<file path="src/rtl/div_pkg.sv">
// Shared definitions for the iterative XLEN divider: FSM states, opcodes and
// the parameter legality rule used at elaboration.
package div_pkg;

  typedef enum logic [1:0] {
    S_IDLE = 2'd0,
    S_ITER = 2'd1,
    S_FIX  = 2'd2,
    S_DONE = 2'd3
  } div_state_e;

  localparam logic [1:0] OPC_DIV  = 2'd0;
  localparam logic [1:0] OPC_DIVU = 2'd1;
  localparam logic [1:0] OPC_REM  = 2'd2;
  localparam logic [1:0] OPC_REMU = 2'd3;

  function automatic bit div_params_legal(int unsigned xlen, int unsigned unroll);
    return ((xlen == 32) || (xlen == 64)) &&
           ((unroll == 1) || (unroll == 2) || (unroll == 4)) &&
           ((xlen % unroll) == 0);
  endfunction

endpackage

</file>
<file path="src/rtl/div_step.sv">
// One restoring-division step: shift in the next dividend bit, subtract the
// divisor when it fits, and shift the resulting quotient bit in.
module div_step #(
  parameter int unsigned XLEN = 32
) (
  input  logic [XLEN:0]   rem_in,
  input  logic [XLEN-1:0] quo_in,
  input  logic [XLEN-1:0] divisor,
  output logic [XLEN:0]   rem_out,
  output logic [XLEN-1:0] quo_out
);

  logic [XLEN+1:0] shifted;
  logic [XLEN+1:0] diff;
  logic            ge;

  always_comb begin
    shifted = {rem_in, quo_in[XLEN-1]};
    diff    = shifted - {2'b00, divisor};
    ge      = shifted >= {2'b00, divisor};
    rem_out = ge ? (XLEN+1)'(diff) : (XLEN+1)'(shifted);
    quo_out = {quo_in[XLEN-2:0], ge};
  end

endmodule

</file>
<file path="src/rtl/divider_xlen.sv">
// Multi-cycle restoring divider for DIV/DIVU/REM/REMU with divide-by-zero and
// overflow bypass and a one-entry result cache for the companion opcode.
module divider_xlen
  import div_pkg::*;
#(
  parameter int unsigned XLEN   = 32,
  parameter int unsigned UNROLL = 1
) (
  input  logic            clk,
  input  logic            reset,
  input  logic            dec_start_div,
  input  logic [1:0]      dec_div_opc,
  input  logic [XLEN-1:0] dec_src1,
  input  logic [XLEN-1:0] dec_src2,
  input  logic [4:0]      dec_rs1,
  input  logic [4:0]      dec_rs2,
  input  logic            wrb_restart,
  output logic            div_busy,
  output logic            div_ready,
  output logic [XLEN-1:0] div_result
);

  localparam int unsigned ITERS = XLEN / UNROLL;
  localparam int unsigned CW    = $clog2(ITERS);

  if (!div_params_legal(XLEN, UNROLL)) begin : g_bad_params
    $error("divider_xlen: illegal XLEN/UNROLL combination");
  end

  div_state_e      state;
  logic [1:0]      opc_q;
  logic [4:0]      rs1_q, rs2_q;
  logic            cache_valid;
  logic            neg_q, neg_r;
  logic [XLEN-1:0] divisor_q;
  logic [XLEN:0]   rem_q;
  logic [XLEN-1:0] quo_q;
  logic [CW-1:0]   cnt;
  logic [XLEN-1:0] res_quot, res_rem;

  logic [XLEN:0]   rem_chain [UNROLL+1];
  logic [XLEN-1:0] quo_chain [UNROLL+1];

  assign rem_chain[0] = rem_q;
  assign quo_chain[0] = quo_q;

  for (genvar i = 0; i < UNROLL; i++) begin : g_chain
    div_step #(.XLEN(XLEN)) u_step (
      .rem_in  (rem_chain[i]),
      .quo_in  (quo_chain[i]),
      .divisor (divisor_q),
      .rem_out (rem_chain[i+1]),
      .quo_out (quo_chain[i+1])
    );
  end

  logic            is_signed, src1_neg, src2_neg;
  logic            div_zero, overflow, hit;
  logic [XLEN-1:0] most_neg, abs1, abs2, quo_fix, rem_fix;

  // Operand classification; hit requires the same sign-ness so only Q<->R swaps.
  assign is_signed = ~dec_div_opc[0];
  assign src1_neg  = is_signed & dec_src1[XLEN-1];
  assign src2_neg  = is_signed & dec_src2[XLEN-1];
  assign most_neg  = {1'b1, {(XLEN-1){1'b0}}};
  assign div_zero  = (dec_src2 == '0);
  assign overflow  = is_signed & (dec_src1 == most_neg) & (&dec_src2);
  assign hit       = (state == S_DONE) & cache_valid & (dec_rs1 == rs1_q) &
                     (dec_rs2 == rs2_q) & (dec_div_opc[0] == opc_q[0]);
  assign abs1      = src1_neg ? -dec_src1 : dec_src1;
  assign abs2      = src2_neg ? -dec_src2 : dec_src2;
  assign quo_fix   = neg_q ? -quo_q : quo_q;
  assign rem_fix   = neg_r ? -rem_q[XLEN-1:0] : rem_q[XLEN-1:0];

  always_ff @(posedge clk) begin
    if (reset) begin
      state       <= S_IDLE;
      opc_q       <= '0;
      rs1_q       <= '0;
      rs2_q       <= '0;
      cache_valid <= 1'b0;
      neg_q       <= 1'b0;
      neg_r       <= 1'b0;
      divisor_q   <= '0;
      rem_q       <= '0;
      quo_q       <= '0;
      cnt         <= '0;
      res_quot    <= '0;
      res_rem     <= '0;
      div_busy    <= 1'b0;
      div_ready   <= 1'b0;
      div_result  <= '0;
    end else if (wrb_restart) begin
      state       <= S_IDLE;
      cache_valid <= 1'b0;
      div_busy    <= 1'b0;
      div_ready   <= 1'b0;
    end else begin
      case (state)
        S_IDLE, S_DONE: begin
          if (dec_start_div) begin
            opc_q <= dec_div_opc;
            if (hit) begin
              div_result <= dec_div_opc[1] ? res_rem : res_quot;
            end else begin
              rs1_q <= dec_rs1;
              rs2_q <= dec_rs2;
              if (div_zero || overflow) begin
                res_quot    <= div_zero ? '1 : dec_src1;
                res_rem     <= div_zero ? dec_src1 : '0;
                div_result  <= dec_div_opc[1] ? (div_zero ? dec_src1 : '0)
                                              : (div_zero ? '1 : dec_src1);
                cache_valid <= 1'b1;
                state       <= S_DONE;
                div_busy    <= 1'b0;
                div_ready   <= 1'b1;
              end else begin
                quo_q     <= abs1;
                rem_q     <= '0;
                divisor_q <= abs2;
                neg_q     <= src1_neg ^ src2_neg;
                neg_r     <= src1_neg;
                cnt       <= '0;
                state     <= S_ITER;
                div_busy  <= 1'b1;
                div_ready <= 1'b0;
              end
            end
          end else if (state == S_DONE) begin
            state     <= S_IDLE;
            div_ready <= 1'b0;
          end
        end
        S_ITER: begin
          rem_q <= rem_chain[UNROLL];
          quo_q <= quo_chain[UNROLL];
          cnt   <= cnt + CW'(1);
          if (cnt == CW'(ITERS - 1)) state <= S_FIX;
        end
        S_FIX: begin
          res_quot    <= quo_fix;
          res_rem     <= rem_fix;
          div_result  <= opc_q[1] ? rem_fix : quo_fix;
          cache_valid <= 1'b1;
          state       <= S_DONE;
          div_busy    <= 1'b0;
          div_ready   <= 1'b1;
        end
        default: state <= S_IDLE;
      endcase
    end
  end

endmodule

</file>
<file path="config.mk">
export PLATFORM = sky130hd
export DESIGN_NAME = divider_xlen
export DESIGN_NICKNAME = d
export VERILOG_FILES = /design/src/rtl/div_pkg.sv /design/src/rtl/div_step.sv /design/src/rtl/divider_xlen.sv
export SDC_FILE = /design/constraint.sdc
export NUM_CORES = 1
export LEC_CHECK = 0
export CELL_PAD_IN_SITES_DETAIL_PLACEMENT = 0
export CELL_PAD_IN_SITES_GLOBAL_PLACEMENT = 2
export CORE_ASPECT_RATIO = 2
export CORE_MARGIN = 1
export CORE_UTILIZATION = 38
export DETAILED_ROUTE_END_ITERATION = 7
export MAX_ROUTING_LAYER = met4
export PLACE_DENSITY = 0.85
export SLEW_MARGIN = 20
export SYNTH_ARGS = -nofsm -noshare
export SYNTH_HDL_FRONTEND = slang
export SYNTH_SLANG_ARGS = --single-unit
</file>
<file path="constraint.sdc">
create_clock -name clk -period 5.5 [get_ports clk]
set_input_delay 1.1 -clock clk [delete_from_list [all_inputs] [get_ports clk]]
set_output_delay 1.1 -clock clk [all_outputs]
set_load 0.01 [all_outputs]
</file>
==> flow_summary.json <==
{
  "cp.required_ns": 5.87,
  "use_met3_pct": 1.91,
  "timing.rr.start": "quo_q[31]$_SDFFE_PP0P_",
  "grt_pass1_wl_um": 86200,
  "critPathArrivalTime_ns": 4.43,
  "r2r_end": "rem_q[10]$_SDFFE_PP0P_",
  "syn_area_um2": 15300,
  "layout-drive-gt1-share_pct": 6.06,
  "num_vias": 15200,
  "dpl.cell_count": 2579,
  "fin_crit_ns": 4.06,
  "die_area_um2": 41000,
  "path_buf_inv": 2,
  "place_congestion": 0.930,
  "syn_inst": 2067,
  "clkLatencyLatePin_ns": 0.53,
  "synth_seq_cells": 217,
  "synth_top_area_share_pct": 28.5,
  "overflow": 0,
  "routedWlPerCell_um": 21.5,
  "viasPerCell": 5.82,
  "avgSynthCellArea_um2": 7.38,
  "portBuffers": 113,
  "max_slew_margin_pct": 27.7,
  "rrSetupSlack_ns": 1.79,
  "fin_nets": 2203,
  "status": "completed",
  "die_width_um": 144,
  "fp-row-count": 103,
  "path_max_fanout": 18,
  "whs_path_depth": 2,
  "cts-htree-levels": 1,
  "clock_skew_ns": 0.0118,
  "yosys_warnings": 0,
  "die_y_um": 285,
  "cts_tree": "done",
  "syn_to_final_growth_pct": 15.2,
  "power_density_nw_per_um2": 236,
  "antenna_found_initial": 0,
  "yosys_most_used_dff": "dfxtp_1",
  "met1_usage_pct": 29.6,
  "ant_nets": 0,
  "grt_usage_pct": 28.4,
  "setup_viol": 0,
  "stdcell_count": 2619,
  "syn_nets": 2191,
  "synth.area.top_cells": "dfxtp_1, nand2_1, a21oi_1",
  "io_pins": 114,
  "rsz0062_at_grt": "false",
  "irDropWorstVdd_uv": 135,
  "hold_class": "flip-flop to flip-flop",
  "min_to": "res_quot[4]$_SDFFE_PP0P_",
  "grt_pass1_vias": 14600,
  "post_cts_buffers": 0,
  "antenna_cells": 0,
  "worst_pin_slew_ns": 1.08,
  "end_kind": "flip-flop",
  "layout_common_cells": "nand2_1, dfxtp_1, nor2_1",
  "cts.sinks": 217,
  "clockRootBuffer": "clkbuf_16",
  "yosys.area.top_type": "dfxtp_1",
  "holdBufCountCts": 0,
  "min_from": "res_quot[4]$_SDFFE_PP0P_",
  "critPathMaxStageDelay_ns": 0.79,
  "finish.utilization_pct": 44.4,
  "grt_max_degree": 108,
  "drc": 0,
  "start_kind": "input port",
  "cp_slowest_cell": "clkdlybuf4s50_1",
  "grt_use_met2_pct": 53.6,
  "slew_violations": 0,
  "hold_viol": 0,
  "core_um2": 39600,
  "critical_path_class": "input port to flip-flop",
  "r2r_cells": 14,
  "fmax_mhz": 247,
  "p_leak_nw": 6.14,
  "cts_made_buffers": 23,
  "cts.clk_slew.worst_paths_ns": 0.06,
  "crit_family": "simple AND/OR/NAND/NOR gates",
  "cts_max_path_buffers": 3,
  "drt-pass1-iter-count": 5,
  "synth_edf_count": 0,
  "cts_resized": 0,
  "drv_cap": 0,
  "finalCritPeriodShare_pct": 73.8,
  "synthArstFlopShare_pct": 0,
  "setup_tns_ns": 0,
  "grt.busiest_layer": "met2",
  "yosysUniqueCellTypes": 76,
  "synth_seq_area_share_pct": 28.5,
  "layout_commonest_cell": "nand2_1",
  "hpwl_um": 41700,
  "path_cells": "clkdlybuf4s50_1, nand4_1, nor4_1, nand4_1, o21bai_2, nor2_2, or4_1, buf_4, nor3_1, nor3_1",
  "wl_um": 56400,
  "drt_iter0_drc": 870,
  "start_util_pct": 38.6
}
flip-flops by register name, summed over array words and instances (netlist names):
name and flops:
opc_q 2, div_result 32, cache_valid 1, neg_r 1
div_busy 1, rs2_q 5, res_quot 32, divisor_q 32
state 2, rs1_q 5, div_ready 1, cnt 5
neg_q 1, res_rem 32, quo_q 32, rem_q 33
stage by stage:
stage                     hold WS (ns)  instance area [um^2]  total power, mW  worst slack (ns)
after floorplan                  0.426                 15300             2.19              2.01
after global placement           0.437                 16800             2.50             0.800
after detailed placement         0.442                 16800             2.50             0.803
after CTS                        0.451                 17600             4.19              1.35
after global routing             0.467                 17600             4.33              1.13
final                            0.450                 17600             4.16              1.44
cell usage after synthesis (4+ instances only):
| master | number |
|---|---|
| xnor2_1 | 72 |
| nor2b_1 | 7 |
| o221ai_1 | 6 |
| a211oi_2 | 6 |
| a41oi_1 | 4 |
| clkbuf_1 | 141 |
| o22ai_1 | 5 |
| and3_1 | 9 |
| o21bai_1 | 4 |
| dfxtp_1 | 217 |
| nor2_1 | 195 |
| o21ai_0 | 124 |
| a31oi_1 | 18 |
| or2_2 | 6 |
| a21o_1 | 8 |
| ha_1 | 43 |
| mux2_2 | 8 |
| o211ai_1 | 34 |
| nand2b_1 | 20 |
| a32oi_1 | 9 |
| o311ai_0 | 23 |
| nor3_1 | 45 |
| nand3_1 | 42 |
| a311oi_1 | 26 |
| nand4_1 | 29 |
| mux2i_1 | 44 |
| inv_1 | 65 |
| buf_1 | 6 |
| or3_1 | 18 |
| xor2_1 | 85 |
| buf_2 | 22 |
| maj3_1 | 25 |
| nand2_1 | 294 |
| a21oi_1 | 182 |
| a211oi_1 | 78 |
| or4_1 | 7 |
| nor4_1 | 28 |
| o41ai_1 | 23 |
| o31ai_1 | 28 |
cell type report:
type | instances | area, um^2
clock buffer | 29 | 628
clock inverter | 11 | 164
fill | 4134 | 22000
inverter | 65 | 244
multi-input combinational | 1615 | 10100
sequential | 217 | 4350
tap | 525 | 657
timing repair buffer | 157 | 1480
worst max-delay path by stage:
stage,slack (ns),depth (start not counted),startpoint,to
after floorplan,2.01,12,dec_src1[3],div_result[12]$_SDFFE_PP0P_
after global placement,0.80,10,dec_src2[31],div_result[24]$_SDFFE_PP0P_
after detailed placement,0.80,10,dec_src2[31],div_result[10]$_SDFFE_PP0P_
after CTS,1.35,10,dec_src2[31],div_result[10]$_SDFFE_PP0P_
after global routing,1.13,10,dec_src2[31],div_result[15]$_SDFFE_PP0P_
final,1.44,10,dec_src2[31],div_result[10]$_SDFFE_PP0P_
routing by layer:
metal / routed length [um] / part of all wire, % / up-vias
li1: - / - / 7475
met3: 1820 / 3.2 / 110
met1: 21300 / 38 / 7229
met2: 30800 / 55 / 418
met5: 0 / 0 / -
met4: 2440 / 4.3 / 0
power by group:
group	leakage [nW]	switching, mW	total (mW)	internal (mW)
Combinational	4.00	0.501	0.804	0.303
Sequential	1.76	0.0462	1.67	1.62
Clock	0.385	0.690	1.69	0.996
cells by family after synthesis:
family / after synthesis / share of synthesized area [%]
AOI/OAI and AO/OA: 610 / 26.0
DFF: 217 / 28.5
adders and majority gates: 69 / 5.30
buffers and inverters: 235 / 6.01
xor gates and xnor gates: 157 / 9.01
muxes: 52 / 3.48
and+or+nand+nor: 727 / 21.7
worst min-delay path, cell delays in order, from the launching register on:
cell and delay [ns]:
dfxtp_1 0.31, nand2_1 0.05, a21oi_1 0.05
(Power assumes the default switching activity.)
